$ cat config.mk
export PLATFORM = sky130hd
export DESIGN_NAME = i2c_txn_arbiter
export DESIGN_NICKNAME = d
export VERILOG_FILES = /design/src/rtl/i2c_txn_arbiter.sv
export SDC_FILE = /design/constraint.sdc
export NUM_CORES = 1
export LEC_CHECK = 0
export ABC_AREA = 1
export ABC_CLOCK_PERIOD_IN_PS = 4900
export CORE_MARGIN = 2
export CORE_UTILIZATION = 49
export CTS_CLUSTER_SIZE = 40
export DETAILED_ROUTE_END_ITERATION = 12
export GPL_TIMING_DRIVEN = 0
export PLACE_DENSITY = 0.87
export SYNTH_ARGS = -nofsm -noshare
export SYNTH_HDL_FRONTEND = slang
export SYNTH_SLANG_ARGS = --single-unit
$ cat constraint.sdc
create_clock -name clk -period 4.9 [get_ports clk]
set_clock_uncertainty 0.05 [all_clocks]
set_input_delay 0.49 -clock clk [delete_from_list [all_inputs] [get_ports clk]]
set_output_delay 0.49 -clock clk [all_outputs]
set_load 0.02 [all_outputs]
$ cat src/rtl/i2c_txn_arbiter.sv
`default_nettype none
// ============================================================================
//  Module   : i2c_txn_arbiter
//  Purpose  : Round-robin arbiter that shares one I2C master between NREQ
//             requesters. Each accepted transaction (7-bit address, R/W bit,
//             data byte) is launched on the master with a one-cycle enable.
//             The arbiter then waits for the master's completion pulse or
//             for a timeout, and returns a one-cycle per-requester response.
//  Revision : 1.0 - initial release
// ----------------------------------------------------------------------------
//  Ports
//    clk        in   single clock, rising edge
//    reset      in   asynchronous active-high reset
//    req_valid  in   [NREQ]         request per requester, held until ready
//    req_addr   in   [NREQ*ADDR_W]  slot i at [i*ADDR_W +: ADDR_W]
//    req_rw     in   [NREQ]         1 = read, 0 = write
//    req_data   in   [NREQ*DATA_W]  slot i at [i*DATA_W +: DATA_W]
//    req_ready  out  [NREQ]         one-hot accept pulse (LAUNCH cycle)
//    rsp_valid  out  [NREQ]         one-hot completion pulse (RESP cycle)
//    rsp_err    out                 timeout flag, qualified by rsp_valid
//    mst_en     out                 one-cycle launch pulse to the master
//    mst_rw     out                 R/W bit to the master
//    mst_addr   out  [ADDR_W]       device address to the master
//    mst_data   out  [DATA_W]       data byte to the master
//    mst_done   in                  completion pulse from the master
//    busy       out                 high from LAUNCH through RESP
//    grant_idx  out  [clog2(NREQ)]  current or last granted requester
// ============================================================================
module i2c_txn_arbiter #(
    parameter int NREQ    = 4,
    parameter int ADDR_W  = 7,
    parameter int DATA_W  = 8,
    parameter int TIMEOUT = 1024
) (
    input  logic                      clk,
    input  logic                      reset,
    input  logic [NREQ-1:0]           req_valid,
    input  logic [NREQ*ADDR_W-1:0]    req_addr,
    input  logic [NREQ-1:0]           req_rw,
    input  logic [NREQ*DATA_W-1:0]    req_data,
    output logic [NREQ-1:0]           req_ready,
    output logic [NREQ-1:0]           rsp_valid,
    output logic                      rsp_err,
    output logic                      mst_en,
    output logic                      mst_rw,
    output logic [ADDR_W-1:0]         mst_addr,
    output logic [DATA_W-1:0]         mst_data,
    input  logic                      mst_done,
    output logic                      busy,
    output logic [$clog2(NREQ)-1:0]   grant_idx
);

    // ------------------------------------------------------------------------
    // Constants
    // ------------------------------------------------------------------------
    localparam int c_idx_w = $clog2(NREQ);
    localparam int c_cnt_w = $clog2(TIMEOUT);

    // Last counter value before abort: WAIT exits here, so the counter
    // never wraps.
    localparam logic [c_cnt_w-1:0] c_cnt_last = c_cnt_w'(TIMEOUT - 1);

    // Pointer resets to the top slot so requester 0 wins the first search.
    localparam logic [c_idx_w-1:0] c_ptr_init = c_idx_w'(NREQ - 1);

    localparam logic [1:0] c_st_idle   = 2'd0;
    localparam logic [1:0] c_st_launch = 2'd1;
    localparam logic [1:0] c_st_wait   = 2'd2;
    localparam logic [1:0] c_st_resp   = 2'd3;

    // ------------------------------------------------------------------------
    // Registers and their next-state values
    // ------------------------------------------------------------------------
    logic [1:0]          r_state_q,     w_state_d;
    logic [c_idx_w-1:0]  r_ptr_q,       w_ptr_d;
    logic [c_cnt_w-1:0]  r_cnt_q,       w_cnt_d;
    logic [c_idx_w-1:0]  r_grant_q,     w_grant_d;
    logic                r_mst_rw_q,    w_mst_rw_d;
    logic [ADDR_W-1:0]   r_mst_addr_q,  w_mst_addr_d;
    logic [DATA_W-1:0]   r_mst_data_q,  w_mst_data_d;
    logic                r_mst_en_q,    w_mst_en_d;
    logic [NREQ-1:0]     r_req_ready_q, w_req_ready_d;
    logic [NREQ-1:0]     r_rsp_valid_q, w_rsp_valid_d;
    logic                r_rsp_err_q,   w_rsp_err_d;
    logic                r_busy_q,      w_busy_d;

    // ------------------------------------------------------------------------
    // Request slot unpacking
    // ------------------------------------------------------------------------
    logic [ADDR_W-1:0] w_slot_addr [NREQ];
    logic [DATA_W-1:0] w_slot_data [NREQ];

    for (genvar gi = 0; gi < NREQ; gi++) begin : g_slot
        assign w_slot_addr[gi] = req_addr[gi*ADDR_W +: ADDR_W];
        assign w_slot_data[gi] = req_data[gi*DATA_W +: DATA_W];
    end

    // ------------------------------------------------------------------------
    // Round-robin winner: first valid slot found searching upward from
    // last+1 with wrap-around. Only meaningful when any req_valid bit is set.
    // ------------------------------------------------------------------------
    function automatic logic [c_idx_w-1:0] f_rr_pick(
        input logic [NREQ-1:0]    valid,
        input logic [c_idx_w-1:0] last
    );
        logic [c_idx_w-1:0] pick;
        logic               found;
        int unsigned        slot;
        pick  = '0;
        found = 1'b0;
        for (int unsigned k = 1; k <= NREQ; k++) begin
            slot = 32'(last) + k;
            if (slot >= NREQ) begin
                slot = slot - NREQ;
            end
            if (!found && valid[slot[c_idx_w-1:0]]) begin
                found = 1'b1;
                pick  = slot[c_idx_w-1:0];
            end
        end
        return pick;
    endfunction

    logic [c_idx_w-1:0] w_pick;
    logic               w_any_req;
    logic               w_timeout;

    assign w_pick    = f_rr_pick(req_valid, r_ptr_q);
    assign w_any_req = |req_valid;
    assign w_timeout = (r_cnt_q == c_cnt_last);

    // ------------------------------------------------------------------------
    // State register (all flops, including the registered outputs)
    // ------------------------------------------------------------------------
    always_ff @(posedge clk or posedge reset) begin
        if (reset) begin
            r_state_q     <= c_st_idle;
            r_ptr_q       <= c_ptr_init;
            r_cnt_q       <= '0;
            r_grant_q     <= '0;
            r_mst_rw_q    <= 1'b0;
            r_mst_addr_q  <= '0;
            r_mst_data_q  <= '0;
            r_mst_en_q    <= 1'b0;
            r_req_ready_q <= '0;
            r_rsp_valid_q <= '0;
            r_rsp_err_q   <= 1'b0;
            r_busy_q      <= 1'b0;
        end else begin
            r_state_q     <= w_state_d;
            r_ptr_q       <= w_ptr_d;
            r_cnt_q       <= w_cnt_d;
            r_grant_q     <= w_grant_d;
            r_mst_rw_q    <= w_mst_rw_d;
            r_mst_addr_q  <= w_mst_addr_d;
            r_mst_data_q  <= w_mst_data_d;
            r_mst_en_q    <= w_mst_en_d;
            r_req_ready_q <= w_req_ready_d;
            r_rsp_valid_q <= w_rsp_valid_d;
            r_rsp_err_q   <= w_rsp_err_d;
            r_busy_q      <= w_busy_d;
        end
    end

    // ------------------------------------------------------------------------
    // Next-state logic: state, pointer, counter and captured payload
    // ------------------------------------------------------------------------
    always_comb begin
        w_state_d    = r_state_q;
        w_ptr_d      = r_ptr_q;
        w_cnt_d      = r_cnt_q;
        w_grant_d    = r_grant_q;
        w_mst_rw_d   = r_mst_rw_q;
        w_mst_addr_d = r_mst_addr_q;
        w_mst_data_d = r_mst_data_q;

        case (r_state_q)
            c_st_idle: begin
                if (w_any_req) begin
                    w_state_d    = c_st_launch;
                    w_grant_d    = w_pick;
                    w_mst_rw_d   = req_rw[w_pick];
                    w_mst_addr_d = w_slot_addr[w_pick];
                    w_mst_data_d = w_slot_data[w_pick];
                end
            end
            c_st_launch: begin
                w_state_d = c_st_wait;
                w_cnt_d   = '0;
            end
            c_st_wait: begin
                // Completion is checked first so a done arriving on the
                // final timeout cycle still counts as success.
                if (mst_done || w_timeout) begin
                    w_state_d = c_st_resp;
                end else begin
                    w_cnt_d = r_cnt_q + c_cnt_w'(1);
                end
            end
            c_st_resp: begin
                w_state_d = c_st_idle;
                w_ptr_d   = r_grant_q;
            end
            default: begin
                w_state_d = c_st_idle;
            end
        endcase
    end

    // ------------------------------------------------------------------------
    // Output logic: next values of the registered outputs, derived from the
    // state being entered so each pulse lines up with its state cycle.
    // ------------------------------------------------------------------------
    always_comb begin
        w_mst_en_d    = 1'b0;
        w_req_ready_d = '0;
        w_rsp_valid_d = '0;
        w_rsp_err_d   = 1'b0;
        w_busy_d      = (w_state_d != c_st_idle);

        if (w_state_d == c_st_launch) begin
            w_mst_en_d    = 1'b1;
            w_req_ready_d = NREQ'(1) << w_pick;
        end

        // RESP is only reachable from WAIT; without done the exit was a
        // timeout.
        if (w_state_d == c_st_resp) begin
            w_rsp_valid_d = NREQ'(1) << r_grant_q;
            w_rsp_err_d   = ~mst_done;
        end
    end

    // ------------------------------------------------------------------------
    // Output assignments
    // ------------------------------------------------------------------------
    assign req_ready = r_req_ready_q;
    assign rsp_valid = r_rsp_valid_q;
    assign rsp_err   = r_rsp_err_q;
    assign mst_en    = r_mst_en_q;
    assign mst_rw    = r_mst_rw_q;
    assign mst_addr  = r_mst_addr_q;
    assign mst_data  = r_mst_data_q;
    assign busy      = r_busy_q;
    assign grant_idx = r_grant_q;

endmodule
`default_nettype wire

==> results of run 1 <==
[worst max path at each step]
stage / start / end / slack (ns) / cells past startpoint
final: req_valid[3] / mst_addr[6] / 2.61 / 8
after global routing: req_valid[2] / mst_data[1] / 2.41 / 8
after CTS: req_valid[3] / mst_addr[2] / 2.63 / 8
after detailed placement: req_valid[3] / mst_addr[2] / 2.32 / 8
after global placement: req_valid[3] / mst_addr[6] / 2.37 / 8
after floorplan: r_ptr_q[0] / mst_addr[2] / 2.99 / 14
[power by group]
part | internal (mW) | switching (mW) | leakage (nW) | total (mW)
Clock | 0.204 | 0.123 | 0.0654 | 0.327
Combinational | 0.752 | 1.22 | 1.38 | 1.97
Sequential | 0.494 | 0.0947 | 0.555 | 0.589
Total | 1.45 | 1.44 | 2.00 | 2.89
[cell families after synthesis]
| group | synth area share [%] |
|---|---|
| AO/OA/AOI/OAI | 3.75 |
| adder cells (fa/ha/maj) | 2.71 |
| AND/OR/NAND/NOR | 45.4 |
| XOR/XNOR | 1.26 |
| flip-flops | 38.9 |
| buffers and inverters | 8.03 |
[per-layer routing]
metal  up-vias  part of all wire [%]
met5         -                     0
met4         0                   2.1
met3        17                   8.4
met2       130                    49
met1      1335                    41
li1       1474                     -
[area by class of cell]
cell class / instances / area [um2] / share of cell area, %
clock inverters: 2 / 60.1 / 1.51
clock buffers: 6 / 72.6 / 1.82
inverters: 28 / 105 / 2.64
plain buffers: 16 / 118 / 2.95
repair buffers: 99 / 991 / 24.9
well taps: 72 / 90.1 / 2.26
multi-input cells: 314 / 1470 / 36.9
flip-flops and latches: 43 / 1080 / 27.1
[layout by cell type, fill, tap and decap left out]
master and n:
o21bai_1 1, o22ai_1 4, nor2_8 1, o21ai_1 1, buf_4 3, nor3_2 2
nor3_1 7, o21ai_0 9, nand4_4 1, a21oi_1 1, inv_1 22, clkbuf_8 5
nand3_1 50, nand3_2 1, nor4_1 3, xnor2_1 1, dfstp_2 2, xor2_1 3
clkinv_1 1, inv_2 5, nand4_1 3, nor2_1 7, nand2_4 5, clkbuf_1 2
buf_6 5, buf_2 7, dfrtp_1 41, bufinv_16 2, nand2_1 203, nand2_2 3
o21ai_2 1, clkdlybuf4s50_1 99, ha_1 6, o31ai_1 1
[worst reg2reg max path, cell delays in order, from the launching register on]
cell     delay [ns]
dfstp_2        0.56
inv_2          0.09
nand2_1        0.10
nand2_1        0.09
nand2_2        0.11
nand2_4        0.08
nor2_8         0.12
nand2_1        0.10
nand2_4        0.12
buf_2          0.25
nand3_1        0.10
nand2_1        0.09
nand2_1        0.08
nand2_1        0.08
nand2_1        0.04
nand2_1        0.06
[sequential cells by signal (all words and copies together) (netlist names)]
signal and flops:
mst_addr 7, mst_data 8, r_state_q 2, busy 1, r_ptr_q 2, mst_rw 1
rsp_err 1, rsp_valid 4, mst_en 1, grant_idx 2, req_ready 4, r_cnt_q 10
==> key figures, run 1 <==
Outcome
  • Run status: completed

Synthesis
  • Synth top area share: 37.0%
  • #FFs+latches synth: 43
  • Synth top cells by count: 203 x nand2_1, 50 x nand3_1, 41 x dfrtp_1, 23 x inv_1, 9 x o21ai_0
  • Post-Syn Area: 2770 um2
  • Avg Cell Area, Syn: 6.91 um2
  • Area contributors post-synth: dfrtp_1 37%, nand2_1 27%, nand3_1 9.0%
  • Synth Instances: 401
  • Synthesized Nets: 478
  • Asr flop ratio synth: 100%
  • Yosys top cell by area: dfrtp_1
  • Syn. warnings: 0
  • Post-synth EDFFs: 0
  • Top FF cell, synth: dfrtp_1
  • Register area share after synthesis: 38.9%
  • Most frequent cell after synthesis: nand2_1
  • Synth unique cells: 31

Timing
  • Final Critical Period: 2.29 ns
  • Fin Hold WS: 0.443 ns
  • Least-Margin Pin Slew: 0.859 ns
  • Slew Viols, Final: 0
  • Final hold vios: 0
  • Final WS setup: 2.61 ns
  • Finish-stage setup viols: 0
  • Slew margin rel.: 42.7%
  • Final period utilization: 46.8%
  • Fmax: 437 MHz
  • Setup Total Neg Slack: 0 ns
  • RSZ-0062 raised after global routing: false

Placement
  • Gpl congestion: 0.883
  • Dpl hpwl: 5920 um
  • # port buffers: 99
  • Placed cell areas: 3850 um2
  • Inst Count DP: 572
  • Setup slack at placement: 2.32 ns

Min path
  • Worst Hold Path EP: mst_addr[5]
  • Hold depth: 2
  • Hold Path Class: reg -> reg
  • Hold path startpoint: mst_addr[5]

Pwr
  • Power, Total: 2.89 mW
  • Peak VDD IR: 0.523 mV
  • Leak: 2.00 nW
  • Power density over the cells: 724 nW/um2

Job
  • Maxcap violations: 0

Floorplan
  • FP Rows: 27
  • Die W: 79.2 um
  • Die Ht: 79.2 um
  • Core ar.: 5470 um2
  • Die ar.: 6280 um2
  • # IOs: 100
  • Initial core utilization: 50.7%

Global routing
  • Pin count of the biggest net entering global routing: 44
  • Total track usage: 25.4%
  • Gr busiest metal: met2
  • Met1 Use GR: 30.4%
  • First-pass GRT wire length: 12500 um
  • Met2 usage: 43.6%
  • Vias in the first global route: 2783
  • Overflow after GRT: 0
  • M3 GR Usage: 6.59%
  • Initial antenna violation count: 0

Worst setup path
  • RR Endpoint: mst_addr[3]
  • Worst-path fanout max: 10
  • Element type at the critical path end: flip-flop
  • Startpoint type of the worst setup path: primary input
  • CP most frequent cell: nand2_1
  • Critical R2R Launch: r_ptr_q[0]
  • Crit path kind: in -> reg
  • Critical-path top delay cell: clkdlybuf4s50_1
  • Crit-path cells: clkdlybuf4s50_1, nor4_1, inv_1, nand2_1, clkinv_1, buf_2, nand2_1, nand2_1
  • CP Data Required Time: 5.05 ns
  • Worst EP arrival: 2.44 ns
  • Reg2Reg Depth: 15
  • FF-to-FF setup slack: 2.72 ns
  • Worst path max stage delay: 0.47 ns
  • CP Buf/Inv Count: 4
  • Crit path max-delay family: buffers and inverters

Final layout
  • Area delta synth->final: 43.8%
  • Util after Layout: 72.8%
  • Post-route cell area: 3990 um2
  • Fillcell total: 454
  • Final cell count without fillers: 580
  • Final nets: 584
  • Fraction of layout instances using a drive strength above 1: 8.46%
  • ANT cells: 0

Clock network
  • Post-CTS sizing: 0
  • Clk root buf: clkbuf_8
  • Worst skew pair latency: 0.30 ns
  • CTS H-tree depth: 2
  • Hold buffers post-CTS: 0
  • Clk sinks: 43
  • TritonCTS Buffers: 5
  • Post-CTS setup buffers: 0
  • Clk buf depth: 2
  • CTS clk-pin slew, worst paths: 0.09 ns
  • CTS tree: yes

Detailed routing
  • Final ANT Viol Nets: 0
  • Vias/cell: 5.10
  • DR vias: 2956
  • WL/cell: 13.1 um
  • DR DRC count: 0
  • Drt pass-1 iters: 4
  • Routed WL: 7630 um
  • 1st-iter DRT viols: 153
(Power assumes the default switching activity.)
==> run 2, diff against run 1 <==
--- a/config.mk
+++ b/config.mk
@@ -6,13 +6,13 @@
 export NUM_CORES = 1
 export LEC_CHECK = 0
 export ABC_AREA = 1
-export ABC_CLOCK_PERIOD_IN_PS = 4900
+export ABC_CLOCK_PERIOD_IN_PS = 2300
 export CORE_MARGIN = 2
-export CORE_UTILIZATION = 49
+export CORE_UTILIZATION = 45
 export CTS_CLUSTER_SIZE = 40
 export DETAILED_ROUTE_END_ITERATION = 12
 export GPL_TIMING_DRIVEN = 0
-export PLACE_DENSITY = 0.87
+export PLACE_DENSITY = 0.8
 export SYNTH_ARGS = -nofsm -noshare
 export SYNTH_HDL_FRONTEND = slang
 export SYNTH_SLANG_ARGS = --single-unit
==> constraint.sdc (replaced) <==
create_clock -name clk -period 2.3 [get_ports clk]
set_clock_uncertainty 0.05 [all_clocks]
set_input_delay 0.23 -clock clk [delete_from_list [all_inputs] [get_ports clk]]
set_output_delay 0.23 -clock clk [all_outputs]
set_load 0.02 [all_outputs]
==> run 2 against run 1 <==
Sequential power increased by 110%. Routed wire length decreased by 3.4%. Via count decreased by 1.7%. Non-clock buffer count increased by 1. Power increased by 110%. Register-to-register slack got worse by 2.5 ns. First-iteration DRC count decreased by 21%. Sequential share of layout area decreased by 0.28 points. Largest cell class unchanged.
==> key figures, run 2 (same netlist as run 1, synthesis figures left out) <==
Min path
  • Hold Path Class: in -> async

Final layout
  • Area delta synth->final: 45.3%
  • Most flops, register: r_cnt_q
  • Final cell count without fillers: 584
  • Fillcell total: 499
  • Fraction of layout instances using a drive strength above 1: 9.23%
  • Max FFs per register: 10
  • Most frequent cells in the layout: 200 x nand2_1, 99 x clkdlybuf4s50_1, 50 x nand3_1
  • Commonest non-fill, non-tap cell in the layout: nand2_1
  • Register area: 1080 um2
  • Final nets: 585
  • Util after Layout: 68.0%
  • Area of the multi-input gates: 1490 um2
  • ANT cells: 0

Job
  • Maxcap violations: 0

Timing
  • Final period utilization: 92.0%
  • Fin Hold WS: 0.372 ns
  • Slew Viols, Final: 0
  • RSZ-0062 raised after global routing: false
  • Final WS setup: 0.184 ns
  • Slew margin rel.: 42.6%
  • Least-Margin Pin Slew: 0.860 ns
  • Final hold vios: 0
  • Final Critical Period: 2.12 ns
  • Fmax: 473 MHz
  • Finish-stage setup viols: 0

Floorplan
  • Die ar.: 6810 um2
  • FP Rows: 28
  • Die Ht: 82.5 um
  • Die W: 82.5 um
  • Initial core utilization: 46.8%
  • # IOs: 100
  • Core ar.: 5920 um2

Detailed routing
  • Max layer used: met4
  • Vias/cell: 4.98
  • Final ANT Viol Nets: 0
  • 1st-iter DRT viols: 121
  • Routed WL: 7360 um
  • DR DRC count: 0
  • Metal2 WL: 3620 um
  • Met3 wire length: 552 um
  • DR vias: 2907
  • WL/cell: 12.6 um
  • DRT met1 WL: 3130 um
  • Drt pass-1 iters: 5

Clock network
  • Hold buffers post-CTS: 0
  • CTS tree: yes
  • CTS H-tree depth: 2
  • Clk buf depth: 2
  • Clk sinks: 43
  • TritonCTS Buffers: 5
  • CTS clk-pin slew, worst paths: 0.08 ns
  • Worst skew pair latency: 0.30 ns
  • Clk root buf: clkbuf_8

Worst setup path
  • Critical R2R Launch: r_ptr_q[1]
  • Worst-path fanout max: 10
  • FF-to-FF setup slack: 0.18 ns
  • Crit-path cells: inv_2, nand2_1, nand2_1, nand2_2, nand2_4, nor2_8, nand2_1, nand2_4, nand2_8, buf_6, nand2_1, nand2_1, nand2_1, nand2_1, nand2_1, nand2_1
  • RR Endpoint: mst_rw
  • Critical-path top delay cell: dfstp_2
  • Crit path kind: reg -> reg
  • CP most frequent cell: nand2_1
  • Element type at the critical path end: flip-flop
  • Startpoint type of the worst setup path: flip-flop
  • CP Buf/Inv Count: 2
  • CP Data Required Time: 2.44 ns
  • Worst EP arrival: 2.26 ns
  • Reg2Reg Depth: 16
  • Crit path max-delay family: simple AND/OR/NAND/NOR gates
  • Worst path max stage delay: 0.59 ns

Pwr
  • Peak VDD IR: 0.850 mV
  • Power density over the cells: 1540 nW/um2
  • Power, Total: 6.19 mW
  • Leak: 2.01 nW

Placement
  • Dpl hpwl: 5760 um
  • Setup slack at placement: 0.0165 ns
  • # port buffers: 99
  • Inst Count DP: 575
  • Gpl congestion: 0.877

Global routing
  • Pin count of the biggest net entering global routing: 44
  • Vias in the first global route: 2809
  • Overflow after GRT: 0
  • Initial antenna violation count: 0
  • First-pass GRT wire length: 12300 um
  • Total track usage: 23.8%

Outcome
  • Run status: completed
## run 2: cell types whose count changed in the layout (fill, tap and decap cells not counted), sizes merged
cell  previous run  this run
buf             15        16
## run 2: stage by stage
stage / TNS [ns] / cell area [um2]
floorplan: 0 / 2770
global placement: -0.00169 / 3860
detailed placement: 0 / 3860
CTS: 0 / 3990
global route: 0 / 4030
finish: 0 / 4030
## run 2: how the worst max path moves through the flow
stage                       from          end  slack [ns]  depth (start not counted)
global route          r_ptr_q[0]  mst_addr[2]       0.003                         16
floorplan             r_ptr_q[0]  mst_addr[2]        0.39                         14
CTS                   r_ptr_q[0]  mst_addr[2]        0.17                         14
detailed placement  req_valid[3]  mst_addr[2]        0.02                          8
finish                r_ptr_q[1]       mst_rw        0.18                         16
global placement    req_valid[3]  mst_addr[6]      -0.002                          8
## run 2: layer usage
metal / GRT usage [%] / vias up
met1: 28.0 / 1313
li1: - / 1487
met5: 0 / -
met3: 7.83 / 4
met4: 8.03 / 0
met2: 40.9 / 103
## run 2: final cells by class
cell class                 count  area share [%]
buffer                        16            3.14
clock buffer                   6            1.80
clock inverter                 2            1.49
inverter                      28            2.73
multi-input combinational    314            36.9
sequential                    43            26.8
tap                           75            2.33
timing repair buffer         100            24.8
## run 2: repair_timing
item	CTS	global route
buffers inserted	0	1
endpoints found under the setup margin	0	8
gates resized for setup	0	11
## run 2: power by group
group          leakage (nW)  internal [mW]  switching, mW  total (mW)
Clock                0.0654          0.434          0.252       0.686
Sequential            0.555           1.05          0.198        1.25
Combinational          1.39           1.67           2.59        4.25
Total                  2.01           3.16           3.04        6.19
